## src/rtl/pipelined_rca_adder_if.sv

```systemverilog
// pipelined_rca_adder_if: valid/ready operand and result bundle for pipelined_rca_adder.
interface pipelined_rca_adder_if #(
   parameter int WIDTH = 64
);
   logic             in_valid;
   logic             in_ready;
   logic [WIDTH-1:0] in1;
   logic [WIDTH-1:0] in2;
   logic             cin;
   logic             sub;
   logic             out_valid;
   logic             out_ready;
   logic [WIDTH-1:0] out;
   logic             cout;
   logic             ovf;
   modport master (
      output in_valid, in1, in2, cin, sub, out_ready,
      input  in_ready, out_valid, out, cout, ovf
   );
   modport slave (
      input  in_valid, in1, in2, cin, sub, out_ready,
      output in_ready, out_valid, out, cout, ovf
   );
endinterface

```

## src/rtl/pipelined_rca_adder.sv

```systemverilog
// pipelined_rca_adder: STAGES-deep ripple-carry add/subtract, one SLICE per stage, valid/ready with whole-pipe stall.
module pipelined_rca_adder #(
   parameter int WIDTH  = 64,
   parameter int STAGES = 4
) (
   input logic                  clk,
   input logic                  rst_n,
   pipelined_rca_adder_if.slave bus
);
   localparam int SLICE = WIDTH / STAGES;
   logic                          stall;
   logic [STAGES-1:0]             vld_q, vld_d, c_q, c_d, c_in;
   logic [STAGES-1:0][WIDTH-1:0]  a_q, a_d, b_q, b_d, s_q, s_d, s_in;
   logic [SLICE:0]                t;
   assign stall         = vld_q[STAGES-1] && !bus.out_ready;
   assign bus.in_ready  = !stall;
   assign bus.out_valid = vld_q[STAGES-1];
   assign bus.out       = s_q[STAGES-1];
   assign bus.cout      = c_q[STAGES-1];
   assign bus.ovf       = (a_q[STAGES-1][WIDTH-1] == b_q[STAGES-1][WIDTH-1]) &&
                          (s_q[STAGES-1][WIDTH-1] != a_q[STAGES-1][WIDTH-1]);
   // Operand B is stored already inverted for subtract, so the final stage sees B' directly for overflow.
   always_comb begin
      vld_d   = '0;
      a_d     = '0;
      b_d     = '0;
      c_in    = '0;
      s_in    = '0;
      s_d     = '0;
      c_d     = '0;
      t       = '0;
      vld_d[0] = bus.in_valid;
      a_d[0]   = bus.in1;
      b_d[0]   = bus.sub ? ~bus.in2 : bus.in2;
      c_in[0]  = bus.sub || bus.cin;
      for (int k = 1; k < STAGES; k++) begin
         vld_d[k] = vld_q[k-1];
         a_d[k]   = a_q[k-1];
         b_d[k]   = b_q[k-1];
         c_in[k]  = c_q[k-1];
         s_in[k]  = s_q[k-1];
      end
      for (int k = 0; k < STAGES; k++) begin
         t = {1'b0, a_d[k][k*SLICE +: SLICE]} + {1'b0, b_d[k][k*SLICE +: SLICE]} + (SLICE+1)'(c_in[k]);
         s_d[k] = s_in[k];
         s_d[k][k*SLICE +: SLICE] = t[SLICE-1:0];
         c_d[k] = t[SLICE];
      end
   end
   always_ff @(posedge clk or negedge rst_n) begin
      if (!rst_n) begin
         vld_q <= '0;
         a_q   <= '0;
         b_q   <= '0;
         s_q   <= '0;
         c_q   <= '0;
      end else if (!stall) begin
         vld_q <= vld_d;
         a_q   <= a_d;
         b_q   <= b_d;
         s_q   <= s_d;
         c_q   <= c_d;
      end
   end
endmodule
```

## src/flat_wrapper.sv

```systemverilog
// flat-port wrapper written by rule: the top's interface ports become plain ports
module pipelined_rca_adder_flat 
#(
   parameter int WIDTH  = 64,
   parameter int STAGES = 4
)
  (clk, rst_n, bus_in_valid, bus_in1, bus_in2, bus_cin, bus_sub, bus_out_ready, bus_in_ready, bus_out_valid, bus_out, bus_cout, bus_ovf);
  pipelined_rca_adder_if #(.WIDTH(WIDTH)) bus_i ();
  input logic clk;
  input logic rst_n;
  input wire logic [$bits(bus_i.in_valid)-1:0] bus_in_valid;
  input wire logic [$bits(bus_i.in1)-1:0] bus_in1;
  input wire logic [$bits(bus_i.in2)-1:0] bus_in2;
  input wire logic [$bits(bus_i.cin)-1:0] bus_cin;
  input wire logic [$bits(bus_i.sub)-1:0] bus_sub;
  input wire logic [$bits(bus_i.out_ready)-1:0] bus_out_ready;
  output wire logic [$bits(bus_i.in_ready)-1:0] bus_in_ready;
  output wire logic [$bits(bus_i.out_valid)-1:0] bus_out_valid;
  output wire logic [$bits(bus_i.out)-1:0] bus_out;
  output wire logic [$bits(bus_i.cout)-1:0] bus_cout;
  output wire logic [$bits(bus_i.ovf)-1:0] bus_ovf;
  assign bus_i.in_valid = bus_in_valid;
  assign bus_i.in1 = bus_in1;
  assign bus_i.in2 = bus_in2;
  assign bus_i.cin = bus_cin;
  assign bus_i.sub = bus_sub;
  assign bus_i.out_ready = bus_out_ready;
  assign bus_in_ready = bus_i.in_ready;
  assign bus_out_valid = bus_i.out_valid;
  assign bus_out = bus_i.out;
  assign bus_cout = bus_i.cout;
  assign bus_ovf = bus_i.ovf;
  pipelined_rca_adder #(.WIDTH(WIDTH), .STAGES(STAGES)) u_core (.clk(clk), .rst_n(rst_n), .bus(bus_i));
endmodule
```

## config.mk

```make
export PLATFORM = sky130hd
export DESIGN_NAME = pipelined_rca_adder_flat
export DESIGN_NICKNAME = d
export VERILOG_FILES = /design/src/rtl/pipelined_rca_adder_if.sv /design/src/rtl/pipelined_rca_adder.sv /design/src/flat_wrapper.sv
export SDC_FILE = /design/constraint.sdc
export NUM_CORES = 1
export LEC_CHECK = 0
export ABC_AREA = 1
export CAP_MARGIN = 20
export CORE_MARGIN = 2
export CORE_UTILIZATION = 45
export CTS_CLUSTER_SIZE = 14
export DETAILED_ROUTE_END_ITERATION = 8
export GPL_TIMING_DRIVEN = 0
export PLACE_DENSITY = 0.66
export RECOVER_POWER = 100
export SLEW_MARGIN = 5
export SYNTH_ARGS = -nofsm -noshare
export SYNTH_HDL_FRONTEND = slang
export SYNTH_SLANG_ARGS = --single-unit
```

## constraint.sdc

```tcl
create_clock -name clk -period 2.85 [get_ports clk]
set_input_delay 0.855 -clock clk [delete_from_list [all_inputs] [get_ports clk]]
set_output_delay 0.855 -clock clk [all_outputs]
set_load 0.01 [all_outputs]
```

==> Word-level counts from Yosys, hierarchy flattened <==
Cells that the tools add are included.
{ "totals": {"reg_bits": 680, "input_bits": 134, "output_inout_bits": 68} }
{ "op_classes": {"n_addsub": 8, "eq_ne": 2, "muxes": 1, "n_bitwise": 1, "reduce_logical": 5} }
{ "ops": {"columns": ["operator", "n"], "rows": [
  ["16-bit by 16-bit adder with 17-bit output", 4],
  ["17-bit by 1-bit adder with 17-bit output", 4],
  ["64-bit 2-to-1 mux", 1],
  ["64-bit NOT", 1],
  ["1-bit logical AND", 2],
  ["1-bit logical NOT", 2],
  ["1-bit equality test", 1],
  ["1-bit logical OR", 1],
  ["1-bit != test", 1]
]} }

==> Depth between registers and ports, before layout <==
Gate-level depths: netlist of the first run.
{ "depth": {"depth_word": 4, "depth_mapped": 15, "ltp_nobuf": 13} }

==> Worst setup path before layout of the first run <==
No wires, ideal clock.
{ "synth_timing": {"path_kind": "input -> register", "startpoint": "input port bus_sub", "endpoint": "register u_core.s_q (netlist bit u_core.s_d[70])", "setup_time_ps": 117, "t_arrival_ps": 2703, "required_time_ps": 2733, "setup_slack_ps": 29, "cell_stages": 12, "cell_sequence": "buf_4 > buf_4 > or2_2 > fa_1 > inv_1 > fa_1 > inv_1 > nand2_1 > nand3_1 > or2_2 > nand3_1 > nand2_1"} }
{ "synth_via": {"elab_chain_cells": 3, "elab_cells_between_ends": 4, "classes_between": "add/sub: 2; mux: 1; reduce/logical: 1"} }
{ "synth_lines": {"columns": ["item", "line_no", "text"], "rows": [
  ["start, declared", "flat_wrapper.sv:15", "input wire logic [$bits(bus_i.sub)-1:0] bus_sub;"],
  ["64-bit 2-to-1 mux", "pipelined_rca_adder.sv:34", "b_d[0] = bus.sub ? ~bus.in2 : bus.in2;"],
  ["16-bit by 16-bit adder with 17-bit output", "pipelined_rca_adder.sv:44", "t = {1'b0, a_d[k][k*SLICE +: SLICE]} + {1'b0, b_d[k][k*SLICE +: SLICE]} + (SLICE+1)'(c_in[k]);"],
  ["17-bit by 1-bit adder with 17-bit output (*)", "pipelined_rca_adder.sv:44", null],
  ["end signal, assigned", "pipelined_rca_adder.sv:55", "s_q <= '0;"],
  ["end signal, assigned", "pipelined_rca_adder.sv:61", "s_q <= s_d;"],
  ["end, declared", "pipelined_rca_adder.sv:13", "logic [STAGES-1:0][WIDTH-1:0] a_q, a_d, b_q, b_d, s_q, s_d, s_in;"]
]} }
Mark *: on every way between the ends. The rest lies on a longest branch, timed or not.
A chain may end at the register's enable or synchronous reset.

==> Worst setup path in the final report of the first run <==
{ "layout_timing": {"startpoint": "register u_core.s_q (netlist bit u_core.bus.out[63])", "endpoint": "output port bus_ovf"} }
{ "layout_via": {"elab_chain_cells": 2} }
{ "layout_lines": {"columns": ["item", "line_no", "text"], "rows": [
  ["1-bit != test", "pipelined_rca_adder.sv:21", "(s_q[STAGES-1][WIDTH-1] != a_q[STAGES-1][WIDTH-1]);"],
  ["1-bit logical AND", "pipelined_rca_adder.sv:20", "assign bus.ovf = (a_q[STAGES-1][WIDTH-1] == b_q[STAGES-1][WIDTH-1]) &&"],
  ["end, declared", "flat_wrapper.sv:21", "output wire logic [$bits(bus_i.ovf)-1:0] bus_ovf;"]
]} }
No other way between the ends.

==> results of run 1 <==
## path summary, 6_finish.rpt
kind                                      endpoint  slack (ns)  cells past startpoint
worst max-delay path                       bus_ovf        0.07                      3
worst min-delay path            u_core.bus.out[24]        0.32                      1
worst max register to register      u_core.b_d[81]        0.11                      8
worst min register to register     u_core.a_d[249]        0.46                      2
max in group asynchronous          u_core.a_d[169]        0.46                      3
min in group clk                   u_core.a_d[249]        0.46                      2
## state kept, by name, summed over array words and instances, names as in the netlist
signal	flops
u_core.s_d	96
u_core.c_q	4
u_core.bus.out	64
u_core.a_d	96
u_core.a_q	1
u_core.vld_q	4
u_core.b_q	1
u_core.b_d	96
## cells in the final DEF, fill, tap and decap left out, types with 10 or more instances in the layout
cell type                         netlist  final
sky130_fd_sc_hd__nor2_1                51     51
sky130_fd_sc_hd__nand3b_1              10     10
sky130_fd_sc_hd__dlygate4sd3_1          0     66
sky130_fd_sc_hd__or2_1                 11     11
sky130_fd_sc_hd__clkbuf_1              13     47
sky130_fd_sc_hd__inv_1                220    220
sky130_fd_sc_hd__ha_1                  60     60
sky130_fd_sc_hd__nor3_1                17     17
sky130_fd_sc_hd__o21ai_0              178    178
sky130_fd_sc_hd__or2_2                 10     10
sky130_fd_sc_hd__a21oi_1               32     32
sky130_fd_sc_hd__buf_2                 59     25
sky130_fd_sc_hd__nand3_1               86     86
sky130_fd_sc_hd__nand2_1             1000   1000
sky130_fd_sc_hd__clkdlybuf4s50_1        0    131
sky130_fd_sc_hd__xor2_1                17     17
sky130_fd_sc_hd__clkbuf_2               0     14
sky130_fd_sc_hd__xnor2_1               54     54
sky130_fd_sc_hd__clkbuf_16              0     41
sky130_fd_sc_hd__dfrtp_1              362    362
## synthesized netlist by cell type
master	n	area (um2)
sky130_fd_sc_hd__dfrtp_1	362	9060
sky130_fd_sc_hd__fa_1	8	160
sky130_fd_sc_hd__buf_4	13	97.6
sky130_fd_sc_hd__xor2_1	17	149
sky130_fd_sc_hd__or2_0	2	12.5
sky130_fd_sc_hd__o21ai_1	1	5.00
sky130_fd_sc_hd__o21ai_0	178	891
sky130_fd_sc_hd__and2_1	2	12.5
sky130_fd_sc_hd__a21o_1	1	7.51
sky130_fd_sc_hd__and2_4	2	17.5
sky130_fd_sc_hd__nor2_2	1	6.26
sky130_fd_sc_hd__nor3_1	17	85.1
sky130_fd_sc_hd__buf_2	59	295
sky130_fd_sc_hd__buf_6	1	11.3
sky130_fd_sc_hd__a211o_1	2	17.5
sky130_fd_sc_hd__nand3_1	86	430
sky130_fd_sc_hd__nand2_2	4	25.0
sky130_fd_sc_hd__clkbuf_1	13	48.8
sky130_fd_sc_hd__inv_1	220	826
sky130_fd_sc_hd__a21oi_1	32	160
sky130_fd_sc_hd__nand3b_1	10	75.1
sky130_fd_sc_hd__xnor2_1	54	473
sky130_fd_sc_hd__o21a_1	1	7.51
sky130_fd_sc_hd__nand4_1	5	31.3
sky130_fd_sc_hd__nor2_1	51	191
sky130_fd_sc_hd__clkbuf_4	1	7.51
sky130_fd_sc_hd__ha_1	60	751
sky130_fd_sc_hd__or2_2	10	62.6
sky130_fd_sc_hd__or2_1	11	68.8
sky130_fd_sc_hd__a31oi_1	1	6.26
sky130_fd_sc_hd__nand2_1	1000	3750
## worst register-to-register path, stage by stage (launching register included)
cell and delay [ns]:
sky130_fd_sc_hd__dfrtp_1 0.43, sky130_fd_sc_hd__inv_1 0.10, sky130_fd_sc_hd__nor2_4 0.15, sky130_fd_sc_hd__clkbuf_1 0.20, sky130_fd_sc_hd__clkbuf_2 0.42, sky130_fd_sc_hd__clkbuf_1 0.74
sky130_fd_sc_hd__buf_2 0.42, sky130_fd_sc_hd__nand2_1 0.10, sky130_fd_sc_hd__o21ai_0 0.09
## area by class of cell
| class | count | area [um2] | share of cell area (%) |
|---|---|---|---|
| clock buffer | 59 | 1170 | 5.39 |
| buffer | 86 | 433 | 1.99 |
| multi-input combinational | 1556 | 7400 | 34.0 |
| tap | 518 | 648 | 2.98 |
| sequential | 362 | 9060 | 41.6 |
| clock inverter | 13 | 154 | 0.707 |
| timing repair buffer | 205 | 2070 | 9.50 |
| inverter | 220 | 826 | 3.79 |
## layer usage
metal	wire [um]	share of wire, %	up-vias
li1	-	-	7372
met1	21900	45	6961
met2	22200	46	398
met3	2950	6.1	81
met4	1400	2.9	0
met5	0	0	-
## report_power, final
group / switching, uW / internal [uW]
registers: 1320 / 7440
logic: 6260 / 3830
clock network: 2090 / 3130
## per-stage QoR
step | TNS (ns) | power, uW | setup WS (ns) | utilization, % | hold WS [ns]
6_report | 0 | 24100 | 0.0740 | 56.1 | 0.323
5_1_grt | 0 | 26200 | 0.00169 | 56.1 | 0.385
4_1_cts | 0 | 24500 | 0.0409 | 56.2 | 0.345
3_5_place_dp | -4.65 | 19100 | -0.680 | 52.8 | 0.449
3_3_place_gp | -5241.68 | 18900 | -14.52 | 52.5 | 0.452
2_1_floorplan | 0 | 15200 | 0.0292 | - | 0.440
## what timing repair did
item                       4_1_cts  5_1_grt
pin swaps                        1        0
resized for setup                8        1
buffers inserted                 2        0
setup endpoints to repair        1        3
## kinds of logic (layout without fill, tap and decap cells)
logic type | count (synthesis) | after routing | synth area share (%)
and+or+nand+nor | 1201 | 1201 | 26.9
DFF | 362 | 362 | 51.1
buffers and inverters | 307 | 583 | 7.25
AOI/OAI and AO/OA | 216 | 216 | 6.17
xor gates and xnor gates | 71 | 71 | 3.50
adders and majority gates | 68 | 68 | 5.13
==> results.md, run 1 <==
| Group | Parameter | This run |
|---|---|---|
| run status | Result of the run | finished clean |
| global routing | Wire length of the first global-routing pass | 78400 um |
| die | Die area | 41000 um2 |
| die | Die span in y | 203 um |
| clock network | Number of sinks driven by the clock tree | 362 |
| route | Number of iterations in the first detailed-routing pass | 5 |
| critical path | Max stage delay on crit path | 0.59 ns |
| pwr | Leakage power total | 0.0113 uW |
| worst hold path | Worst hold-check path type | in2async |
| timing | Top achievable clock speed | 360 MHz |
| route | Post-DR vias/cell | 4.91 |
| timing | Slew of the pin with the lowest slew margin | 1.34 ns |
| placed design | Post-detailed-placement cell area | 20500 um2 |
| route | Via count | 14.8k |
| clock network | Number of CTS-inserted buffers | 40 |
| route | Average wire per cell in the routed design | 16.0 um |
| critical path | CP Buf/Inv Count | 1 |
| die | Number of rows in the core area | 72 |
| pwr | Power per Cell Area | 1110 nW/um2 |
| final layout | Fraction of layout cells with a size suffix above 1 | 5.36% |
| timing | Hold Violations, Final | 0 |
| logic synthesis | Netlist Area Pre-Place | 17700 um2 |
| final layout | N_diodes | 0 |
| global routing | Grt met3 use | 3.96% |
| timing | Fin Clk Skew | 0.0195 ns |
| final layout | Post-route design area | 21800 um2 |
| logic synthesis | Gate Count Post-Synth | 2225 |
| route | Remaining number of nets flagged by the antenna check after routing | 0 |
| timing | Worst slew margin relative to its limit | 10.6% |
| global routing | Layer carrying the most global-route usage | met2 |
| route | DRC violations left | 0 |
| global routing | Maximum number of pins on one net before global-route repair | 97 |
| clock network | Number of H-tree levels | 2 |
| global routing | Global-route total usage across every layer | 24.2% |
| critical path | Worst EP arrival | 1.92 ns |
| critical path | Required time worst endpoint | 2.00 ns |
| global routing | Number of antenna violations at the first check in global routing | 0 |
| logic synthesis | Per-instance average area after synthesis | 7.98 um2 |
| final layout | Layout net count | 2673 |
| critical path | Largest delay contributor family on the critical path | buffers and inverters |
| clock network | Root buffer cell | sky130_fd_sc_hd__clkbuf_16 |
| final layout | Area delta synth->final | 22.7% |
| global routing | Remaining Overflow, GRT | 0 |
| timing | Setup repair after global routing missed its margin | false |
| critical path | Timing startpoint of the critical path | u_core.bus.out[63] |
| global routing | Met1 track demand over resource in global routing | 33.0% |
| logic synthesis | Number of flip-flops and latches in the synthesized netlist | 362 |
| final layout | Number of filler cells placed in the layout | 3646 |
| logic synthesis | Yosys warning total | 0 |
| route | Number of DRC markers after the initial detailed-route iteration | 877 |
| critical path | Type of origin of the critical path | flop |
| logic synthesis | Net count after synthesis | 2427 |
| final layout | Post-Layout Cell Count | 3019 |
| die | Core ar. | 38800 um2 |
| die | Top-level I/O count | 202 |
| clock network | TritonCTS clock tree | done |
| critical path | Critical path, cell by cell | o21a_1 > nor2_1 > clkdlybuf4s50_1 |
| global routing | Number of global-route vias before repair | 14.8k |
| die | Initial Utilization | 45.7% |
| clock network | Source-to-sink clock delay at the later pin of the worst-skew pair | 0.55 ns |
| placed design | Routability congestion estimate from global placement | 0.887 |
| timing | Number of endpoints failing setup at the final stage | 0 |
| clock network | Buffers from clock root to sink, at most | 3 |
| route | Final wirelength | 48400 um |
| timing | Number of max-slew violations in the final report | 0 |
| clock network | Quantity of hold-fixing buffers added after cts | 0 |
| timing | Clock period minus worst slack | 2.78 ns |
| die | Die extent in x | 203 um |
| placed design | Post-DP HPWL | 36100 um |
| critical path | Critical path type | reg2out |
| clock network | Clock transition at the registers of the reported paths | 0.06 ns |
| critical path | Cell type of the slowest stage on the worst timing path | sky130_fd_sc_hd__clkdlybuf4s50_1 |
| timing | Share of the clock period used by the worst path after layout | 97.4% |
| pwr | Maximum VDD drop | 0.494 mV |
| critical path | Critical Path Fanout Max | 4 |
| placed design | Instance count after placement with tap cells included | 2946 |
| logic synthesis | Seq/Total Area, Yosys | 51.1% |
| critical path | Start of the worst register-to-register path | u_core.vld_q[3] |
| global routing | Met2 capacity usage during global routing | 39.6% |
| critical path | Worst setup EP type | output port |
| placed design | Buffers on Ports | 200 |
| logic synthesis | Unique cell type count in the Yosys netlist | 31 |
| job | Max-cap check violation count | 0 |
(Power assumes the default switching activity.)
==> run 2, diff against run 1 <==
ABC_AREA = unset   (was 1)
PLACE_DENSITY = 0.67   (was 0.66)
==> run 2 against run 1 <==
The flow now finishes with violations (slew limit, setup timing). Largest power group unchanged. Non-clock buffer count grew 29. Global-route usage is 0.15 points higher. Final area down 3.1%.
==> results.md, run 2 <==
| Group | Parameter | This run |
|---|---|---|
| critical path | Type of origin of the critical path | primary input |
| route | Post-DR vias/cell | 5.12 |
| route | Final wirelength | 46100 um |
| logic synthesis | Number of flip-flops and latches in the synthesized netlist | 362 |
| clock network | Source-to-sink clock delay at the later pin of the worst-skew pair | 0.54 ns |
| placed design | Post-detailed-placement cell area | 19500 um2 |
| die | Die area | 38900 um2 |
| logic synthesis | Gate Count Post-Synth | 1899 |
| final layout | Area delta synth->final | 25.5% |
| timing | Fin Clk Skew | 0.00988 ns |
| logic synthesis | Netlist Area Pre-Place | 16800 um2 |
| clock network | Number of H-tree levels | 2 |
| timing | Slew of the pin with the lowest slew margin | 1.50 ns |
| die | Initial Utilization | 45.8% |
| die | Die span in y | 197 um |
| clock network | Root buffer cell | sky130_fd_sc_hd__clkbuf_16 |
| critical path | Required time worst endpoint | 3.27 ns |
| route | Remaining number of nets flagged by the antenna check after routing | 0 |
| critical path | Critical path type | in2reg |
| logic synthesis | Seq/Total Area, Yosys | 53.9% |
| placed design | Setup WS pre-CTS | -1.63 ns |
| logic synthesis | Yosys top cell area share | 53.9% |
| die | Number of rows in the core area | 70 |
| logic synthesis | Synth area leaders | sky130_fd_sc_hd__dfrtp_1 (54%), sky130_fd_sc_hd__nand2_1 (19%), sky130_fd_sc_hd__ha_1 (4.5%) |
| route | Via count | 13.6k |
| placed design | Routability congestion estimate from global placement | 0.904 |
| final layout | Leading cell type in the layout, fill and taps excluded | sky130_fd_sc_hd__nand2_1 |
| timing | Worst slew margin relative to its limit | -0.00269% |
| final layout | Post-route design area | 21100 um2 |
| logic synthesis | Most used standard cells in the synthesized netlist | sky130_fd_sc_hd__nand2_1 (865), sky130_fd_sc_hd__dfrtp_1 (362), sky130_fd_sc_hd__o21ai_0 (85), sky130_fd_sc_hd__clkbuf_1 (82), sky130_fd_sc_hd__a21oi_1 (80) |
| timing | Share of the clock period used by the worst path after layout | 105% |
| placed design | Post-DP HPWL | 34300 um |
| final layout | Layout net count | 2367 |
| final layout | Post-Route Utilization | 57.4% |
| global routing | Maximum number of pins on one net before global-route repair | 123 |
| timing | Number of endpoints failing setup at the final stage | 17 |
| timing | Clock period minus worst slack | 2.99 ns |
| route | Number of DRC markers after the initial detailed-route iteration | 975 |
| logic synthesis | Net count after synthesis | 2101 |
| pwr | Maximum VDD drop | 0.484 mV |
| timing | Setup repair after global routing missed its margin | true |
| logic synthesis | Dominant cell type by area after synthesis | sky130_fd_sc_hd__dfrtp_1 |
| critical path | Worst Reg-to-Reg Cells | 8 |
| timing | Number of max-slew violations in the final report | 3 |
| job | Max-cap check violation count | 0 |
| die | Core ar. | 36700 um2 |
| route | DRC violations left | 0 |
| clock network | Number of sinks driven by the clock tree | 362 |
| critical path | Worst setup EP type | flop |
| logic synthesis | EDFF count, synth | 0 |
| logic synthesis | Unique cell type count in the Yosys netlist | 61 |
| timing | Post-Route Hold Slack | 0.456 ns |
| die | Top-level I/O count | 202 |
| pwr | Power per Cell Area | 1130 nW/um2 |
| worst hold path | Worst hold-check path type | reg2reg |
| global routing | Global-route total usage across every layer | 24.3% |
| pwr | Psw | 9240 uW |
| timing | Final critical-path setup slack | -0.141 ns |
| logic synthesis | Per-instance average area after synthesis | 8.85 um2 |
| pwr | Internal power summed over all cells | 14500 uW |
| route | Average wire per cell in the routed design | 17.3 um |
| global routing | Wire length of the first global-routing pass | 73400 um |
| critical path | Critical Path Fanout Max | 4 |
| worst hold path | Worst hold path depth | 2 |
| global routing | Number of global-route vias before repair | 13.6k |
| logic synthesis | Leading cell type by number of instances after synthesis | sky130_fd_sc_hd__nand2_1 |
| clock network | Number of CTS-inserted buffers | 39 |
| logic synthesis | Yosys warning total | 0 |
| logic synthesis | Fraction of registers with async set or reset after synthesis | 100% |
| global routing | Number of antenna violations at the first check in global routing | 0 |
| pwr | Leakage power total | 0.0102 uW |
| pwr | Power share of the clock group | 21.6% |
| run status | Violated checks | slew limit, setup timing |
| critical path | Worst EP arrival | 3.41 ns |
| timing | Top achievable clock speed | 334 MHz |
| final layout | Most frequent cells in the layout | sky130_fd_sc_hd__nand2_1 (865), sky130_fd_sc_hd__dfrtp_1 (362), sky130_fd_sc_hd__clkdlybuf4s50_1 (126) |
| final layout | Fraction of layout cells with a size suffix above 1 | 5.66% |
| route | Number of iterations in the first detailed-routing pass | 5 |
| clock network | TritonCTS clock tree | done |
| global routing | Remaining Overflow, GRT | 0 |
| pwr | Net Sw Frac | 38.8% |
| timing | Total Negative Setup Slacks | -0.710 ns |
| die | Die extent in x | 197 um |
| logic synthesis | Most common flop cell mapped by yosys | sky130_fd_sc_hd__dfrtp_1 |
| pwr | Sequential power share | 37.6% |
| timing | Hold Violations, Final | 0 |
| clock network | Buffers from clock root to sink, at most | 3 |
| clock network | Clock transition at the registers of the reported paths | 0.06 ns |
| placed design | Buffers on Ports | 200 |
| pwr | Combinational fraction of design power | 40.8% |
| run status | Result of the run | complete, but fails checks |
| clock network | Quantity of hold-fixing buffers added after cts | 0 |
## run 2: cell count changes after synthesis, moves of 16 or more
cell / delta
sky130_fd_sc_hd__buf_2: -55
sky130_fd_sc_hd__nand2_1: -135
sky130_fd_sc_hd__a21o_1: +18
sky130_fd_sc_hd__inv_1: -205
sky130_fd_sc_hd__o21ai_0: -93
sky130_fd_sc_hd__clkbuf_1: +69
sky130_fd_sc_hd__xor2_1: +16
sky130_fd_sc_hd__nand3_1: -72
sky130_fd_sc_hd__xnor2_1: +19
sky130_fd_sc_hd__a21oi_1: +48
## run 2: area by class of cell
cell class	instances	area [um2]
fillers	3303	15600
flip-flops and latches	362	9060
multi-input cells	1426	7410
repair buffers	226	2220
clock buffers	56	1180
well taps	468	586
plain buffers	94	443
clock inverters	12	126
inverters	16	60.1
diodes	1	2.50
## run 2: power groups by stage
| stage | Clock, uW | Combinational, uW | Sequential, uW |
|---|---|---|---|
| after floorplan | 0 | 6270 | 8720 |
| after global placement | 0 | 9500 | 9000 |
| after detailed placement | 0 | 9720 | 9030 |
| after CTS | 5220 | 9860 | 8970 |
| after global routing | 5410 | 11000 | 9220 |
| final | 5130 | 9700 | 8950 |
## run 2: logic make-up after synthesis
logic type / after synthesis / share of synthesized area [%]
AND/OR/NAND/NOR: 984 / 22.9
flip-flops: 362 / 53.9
AO/OA/AOI/OAI: 266 / 9.54
buffers and inverters: 111 / 2.51
XOR/XNOR: 106 / 5.53
adder cells (fa/ha/maj): 68 / 5.42
multiplexers: 2 / 0.119
## run 2: metrics by stage
step | std cells | total power [uW]
2_1_floorplan | 1899 | 15000
3_3_place_gp | 2567 | 18500
3_5_place_dp | 2571 | 18800
4_1_cts | 2652 | 24000
5_1_grt | 2660 | 25600
6_report | 2661 | 23800
## run 2: critical path, stage by stage
cell and delay, ns:
sky130_fd_sc_hd__buf_16 0.12, sky130_fd_sc_hd__buf_12 0.12, sky130_fd_sc_hd__or2_4 0.22, sky130_fd_sc_hd__fa_2 0.38, sky130_fd_sc_hd__inv_2 0.09, sky130_fd_sc_hd__fa_2 0.23
sky130_fd_sc_hd__nor2b_2 0.05, sky130_fd_sc_hd__o31a_1 0.30, sky130_fd_sc_hd__o41a_1 0.53, sky130_fd_sc_hd__a31oi_4 0.30, sky130_fd_sc_hd__xnor2_2 0.13, sky130_fd_sc_hd__a21oi_1 0.07
## run 2: repair_timing
| item | in CTS | in global routing |
|---|---|---|
| gates cloned | 0 | 0 |
| setup buffers | 14 | 8 |
| gates resized for setup | 37 | 13 |
| pin swaps | 10 | 8 |
| setup endpoints to repair | 310 | 47 |
## run 2: worst paths after layout
kind                                    start                 end  slack, ns
max in group asynchronous               rst_n  u_core.bus.out[53]       0.52
min in group asynchronous               rst_n     u_core.a_d[102]       0.66
min                        u_core.bus.out[13]  u_core.bus.out[13]       0.46
max reg2reg                   u_core.b_d[160]     u_core.s_d[238]       0.08
min reg2reg                u_core.bus.out[13]  u_core.bus.out[13]       0.46
max                                   bus_sub      u_core.s_d[76]      -0.14
## run 2: layer usage
layer  global-route usage (%)  share of wire (%)  vias up
met3                     2.73                4.0       78
met2                     40.0                 47      302
li1                         -                  -     6703
met1                     33.6                 46     6537
met4                     8.66                3.0        0
met5                        0                  0        -
==> RTL change 1 (flow settings as in run 2) <==
`WIDTH` is set to 64 in 3 places; all go to 96.
--- a/src/rtl/pipelined_rca_adder_if.sv
+++ b/src/rtl/pipelined_rca_adder_if.sv
@@ -1,6 +1,6 @@
 // pipelined_rca_adder_if: valid/ready operand and result bundle for pipelined_rca_adder.
 interface pipelined_rca_adder_if #(
-   parameter int WIDTH = 64
+   parameter int WIDTH = 96
 );
    logic             in_valid;
    logic             in_ready;
--- a/src/rtl/pipelined_rca_adder.sv
+++ b/src/rtl/pipelined_rca_adder.sv
@@ -1,6 +1,6 @@
 // pipelined_rca_adder: STAGES-deep ripple-carry add/subtract, one SLICE per stage, valid/ready with whole-pipe stall.
 module pipelined_rca_adder #(
-   parameter int WIDTH  = 64,
+   parameter int WIDTH  = 96,
    parameter int STAGES = 4
 ) (
    input logic                  clk,
--- a/src/flat_wrapper.sv
+++ b/src/flat_wrapper.sv
@@ -1,7 +1,7 @@
 // flat-port wrapper written by rule: the top's interface ports become plain ports
 module pipelined_rca_adder_flat 
 #(
-   parameter int WIDTH  = 64,
+   parameter int WIDTH  = 96,
    parameter int STAGES = 4
 )
   (clk, rst_n, bus_in_valid, bus_in1, bus_in2, bus_cin, bus_sub, bus_out_ready, bus_in_ready, bus_out_valid, bus_out, bus_cout, bus_ovf);
Interface: changed (resized bus_in1, bus_in2 and bus_out); port bits go from 202 to 298. No check against the original RTL was run, so the function may have changed too.
==> RTL change 1 against run 2 <==
- the flow finishes with violations (max-capacitance violations, max-slew violations, negative setup slack)
- synthesized area increased by 49%
- wire length grew 58%
- setup slack lost 0.24 ns
- sequential share of layout area down 0.28 points
- final area grew 50%
- power up 52%
- sequential cell count increased by 176
==> RTL change 1: results (changes against run 2) <==
| Metric | Value |
|---|---|
| Mux contribution to synthesized area | `0.0849% (-0.034 points)` |
| Post-route setup slack | `-0.378 ns (-0.236 ns)` |
| Layout Nets | `3,522 (+49%)` |
| Sw power | `14.4 mW (+56%)` |
| Placed cell count | `3,889 (+51%)` |
| Final Max Slew Viols | `111 (+108)` |
| Post-synthesis adder-cell area fraction | `5.23% (-0.19 points)` |
| Count of final setup violators | `27 (+10)` |
| Fin area | `31,500 µm² (+50%)` |
| Met2 routed WL | `35.6 mm (+63%)` |
| Met3 wire length | `3.00 mm (+62%)` |
| Post-synth top cells | `nand2_1 (1,257), dfrtp_1 (538), o21ai_0 (147)` |
| Flop+latch power | `13.4 mW (+50%)` |
| Max FO, Critical Path | `5 (+1)` |
| Seq/Total Area, Yosys | `53.7% (-0.19 points)` |
| Crit path largest cell delay | `0.39 ns (-0.14 ns)` |
| Failing checks | `max-capacitance violations, max-slew violations, negative setup slack` |
| Share of cells above drive strength 1 | `6.52% (+0.86 points)` |
| Hpwl dp | `54.7 mm (+60%)` |
| Number of diodes | `0 (-1)` |
| Status | `complete, but fails checks` |
| Total track usage | `25.3% (+0.99 points)` |
| Skew-Pair Late Insertion Delay | `0.60 ns (+0.06 ns)` |
| Worst slack, placed | `-2.46 ns (-0.836 ns)` |
| Multi-input combinational area share | `35.9% (+0.72 points)` |
| Synth Area in Compound Gates | `10.4% (+0.81 points)` |
| MaxCap Viol Count | `1 (+1)` |
| Vias in the first global route | `20,411 (+50%)` |
| Met1 Use GR | `33.9% (+0.31 points)` |
| Vias post-DR | `20,541 (+51%)` |
| Port bufs | `296 (+48%)` |
| Layout clock buffers | `77 (+38%)` |
==> RTL change 1: cell count changes after synthesis, sizes merged, moves of 11 or more <==
cell	run 2	this run
xor2	33	61
clkbuf	82	139
nand2	865	1257
dfrtp	362	538
ha	60	92
inv	16	27
nor2	53	89
a21o	19	40
xnor2	73	116
o21ai	99	149
a21oi	80	141
==> RTL change 1: final timing paths <==
check | from | depth (start not counted) | to | slack, ns
max | bus_sub | 12 | u_core.s_d[117] | -0.38
min | u_core.a_d[283] | 2 | u_core.a_d[379] | 0.46
max reg2reg | u_core.c_q[1] | 11 | u_core.c_q[2] | -0.24
min reg2reg | u_core.a_d[283] | 2 | u_core.a_d[379] | 0.46
max in group asynchronous | rst_n | 3 | u_core.a_d[153] | 0.19
min in group asynchronous | rst_n | 2 | u_core.bus.out[39] | 0.91
==> RTL change 2 (settings of run 2) <==
Made on the original files. Put a register stage on the output `bus.ovf`. The value now appears one clock later.
--- a/src/rtl/pipelined_rca_adder.sv
+++ b/src/rtl/pipelined_rca_adder.sv
@@ -17,8 +17,9 @@
    assign bus.out_valid = vld_q[STAGES-1];
    assign bus.out       = s_q[STAGES-1];
    assign bus.cout      = c_q[STAGES-1];
-   assign bus.ovf       = (a_q[STAGES-1][WIDTH-1] == b_q[STAGES-1][WIDTH-1]) &&
-                          (s_q[STAGES-1][WIDTH-1] != a_q[STAGES-1][WIDTH-1]);
+   always_ff @(posedge clk) begin
+      bus.ovf <= (a_q[STAGES-1][WIDTH-1] == b_q[STAGES-1][WIDTH-1]) && (s_q[STAGES-1][WIDTH-1] != a_q[STAGES-1][WIDTH-1]);
+   end
    // Operand B is stored already inverted for subtract, so the final stage sees B' directly for overflow.
    always_comb begin
       vld_d   = '0;
Formal check against the unedited RTL: not equivalent (Yosys sat finds a counterexample within 10 cycles, from zero or initial values and one cycle with rst_n low).
==> RTL change 2 against run 2 <==
- the run ends with max-capacitance violations, max-slew violations, negative setup slack left
- combinational power shrank 0.8%
- synthesized area grew 0.12%
- worst hold slack lost 0.25 ns
- sequential cell count grew 1
- wire length shrank 1.6%
- critical endpoint unchanged
- power grew 0.21%
- fmax grew 1.6%
- die area grew 0.12%
- non-clock buffer count shrank 6
- setup slack gained 0.047 ns
- global-route usage shrank 0.43 points
- first-iteration DRC count shrank 17%
- largest cell class unchanged
- final area is essentially flat
- sequential share of layout area grew 0.13 points
==> RTL change 2: results (changes against run 2) <==
| Metric | Value |
|---|---|
| Vias in the first global route | `13,600 (+0.15%)` |
| Fin area | `21,100 µm² (about the same)` |
| Total track usage | `23.9% (-0.43 points)` |
| Syn nets | `2,102 (+0.048%)` |
| Failing checks | `max-capacitance violations, max-slew violations, negative setup slack` |
| Met2 routed WL | `21.6 mm (-0.92%)` |
| Number of diodes | `0 (-1)` |
| Vias post-DR | `13,487 (-0.98%)` |
| HP Class | `primary input to async pin` |
| Hpwl dp | `34.0 mm (-0.99%)` |
| Post-synthesis xor/xnor area fraction | `5.52% (-0.0066 points)` |
| Placed cell areas | `19,500 µm² (+0.10%)` |
| Final Max Slew Viols | `239 (+236)` |
| Setup bufs post-CTS | `9 (-5)` |
| VDD IR max | `0.411 mV (-15%)` |
| DR vias/cell | `5.07 (-0.90%)` |
| MaxCap Viol Count | `2 (+2)` |
| Num CTS Buffers | `40 (+2.6%)` |
| Ys async rst share | `99.7% (-0.28 points)` |
| Worst slack, placed | `-1.62 ns (+0.000220 ns)` |
| Seq/Total Area, Yosys | `54.0% (+0.055 points)` |
| First-pass GRT wire length | `72.4 mm (-1.4%)` |
| DRT iter0 DRCs | `806 (-17%)` |
| Count of final setup violators | `16 (-1)` |
| Post-synthesis adder-cell area fraction | `5.42% (-0.0065 points)` |
| Synth Area in Compound Gates | `9.53% (-0.011 points)` |
| Avg WL per Cell | `17.1 µm (-1.5%)` |
| Avg Synthesized Cell Area | `8.85 µm² (about the same)` |
| Post-route setup slack | `-0.0947 ns (+0.0467 ns)` |
| Mux contribution to synthesized area | `0.119% (-0.00014 points)` |
| Layout Nets | `2,363 (-0.17%)` |
| Fill cells | `3,344 (+1.2%)` |
| Hold Slack | `0.208 ns (-0.249 ns)` |
| Status | `complete, but fails checks` |
| WP data arrival | `3.36 ns (-0.05 ns)` |
| Clock Skew | `0.0184 ns (+0.00850 ns)` |
| M2 GR Usage | `40.1% (+0.078 points)` |
| Placed cell count | `2,572 (+0.039%)` |
| GP Congestion | `0.923 (+2.1%)` |
| Share of cells above drive strength 1 | `5.20% (-0.45 points)` |
| Wl on met1 | `20.4 mm (-2.8%)` |
| Met1 Use GR | `32.5% (-1.0 points)` |
| Post-CTS sizing | `31 (-16%)` |
| Post-synth cell types | `62 (+1.6%)` |
| Drt first pass iters | `8 (+3)` |
| Met3 wire length | `2.00 mm (+7.9%)` |
| Leakage power | `10.1 nW (-0.19%)` |
| Setup_tns | `-0.461 ns (+0.248 ns)` |
-- RTL change 2: cell type report --
class | count | share of cell area [%]
sequential | 363 | 43.1
multi-input combinational | 1426 | 35.1
timing repair buffer | 220 | 10.2
clock buffer | 59 | 5.67
tap | 468 | 2.78
buffer | 94 | 2.10
clock inverter | 13 | 0.742
inverter | 16 | 0.285
-- RTL change 2: kinds of logic after synthesis --
family | count (synthesis)
XOR/XNOR | 106
AND/OR/NAND/NOR | 984
adder cells (fa/ha/maj) | 68
flip-flops | 363
buffers and inverters | 111
multiplexers | 2
AO/OA/AOI/OAI | 266
-- RTL change 2: report_power, final --
| group | switching (mW) | total [mW] | internal (mW) | leakage [nW] |
|---|---|---|---|---|
| sequential | 1.47 | 8.96 | 7.48 | 4.36 |
| combinational | 5.63 | 9.62 | 3.99 | 5.12 |
| clock | 2.07 | 5.25 | 3.18 | 0.662 |
| total | 9.17 | 23.8 | 14.7 | 10.1 |
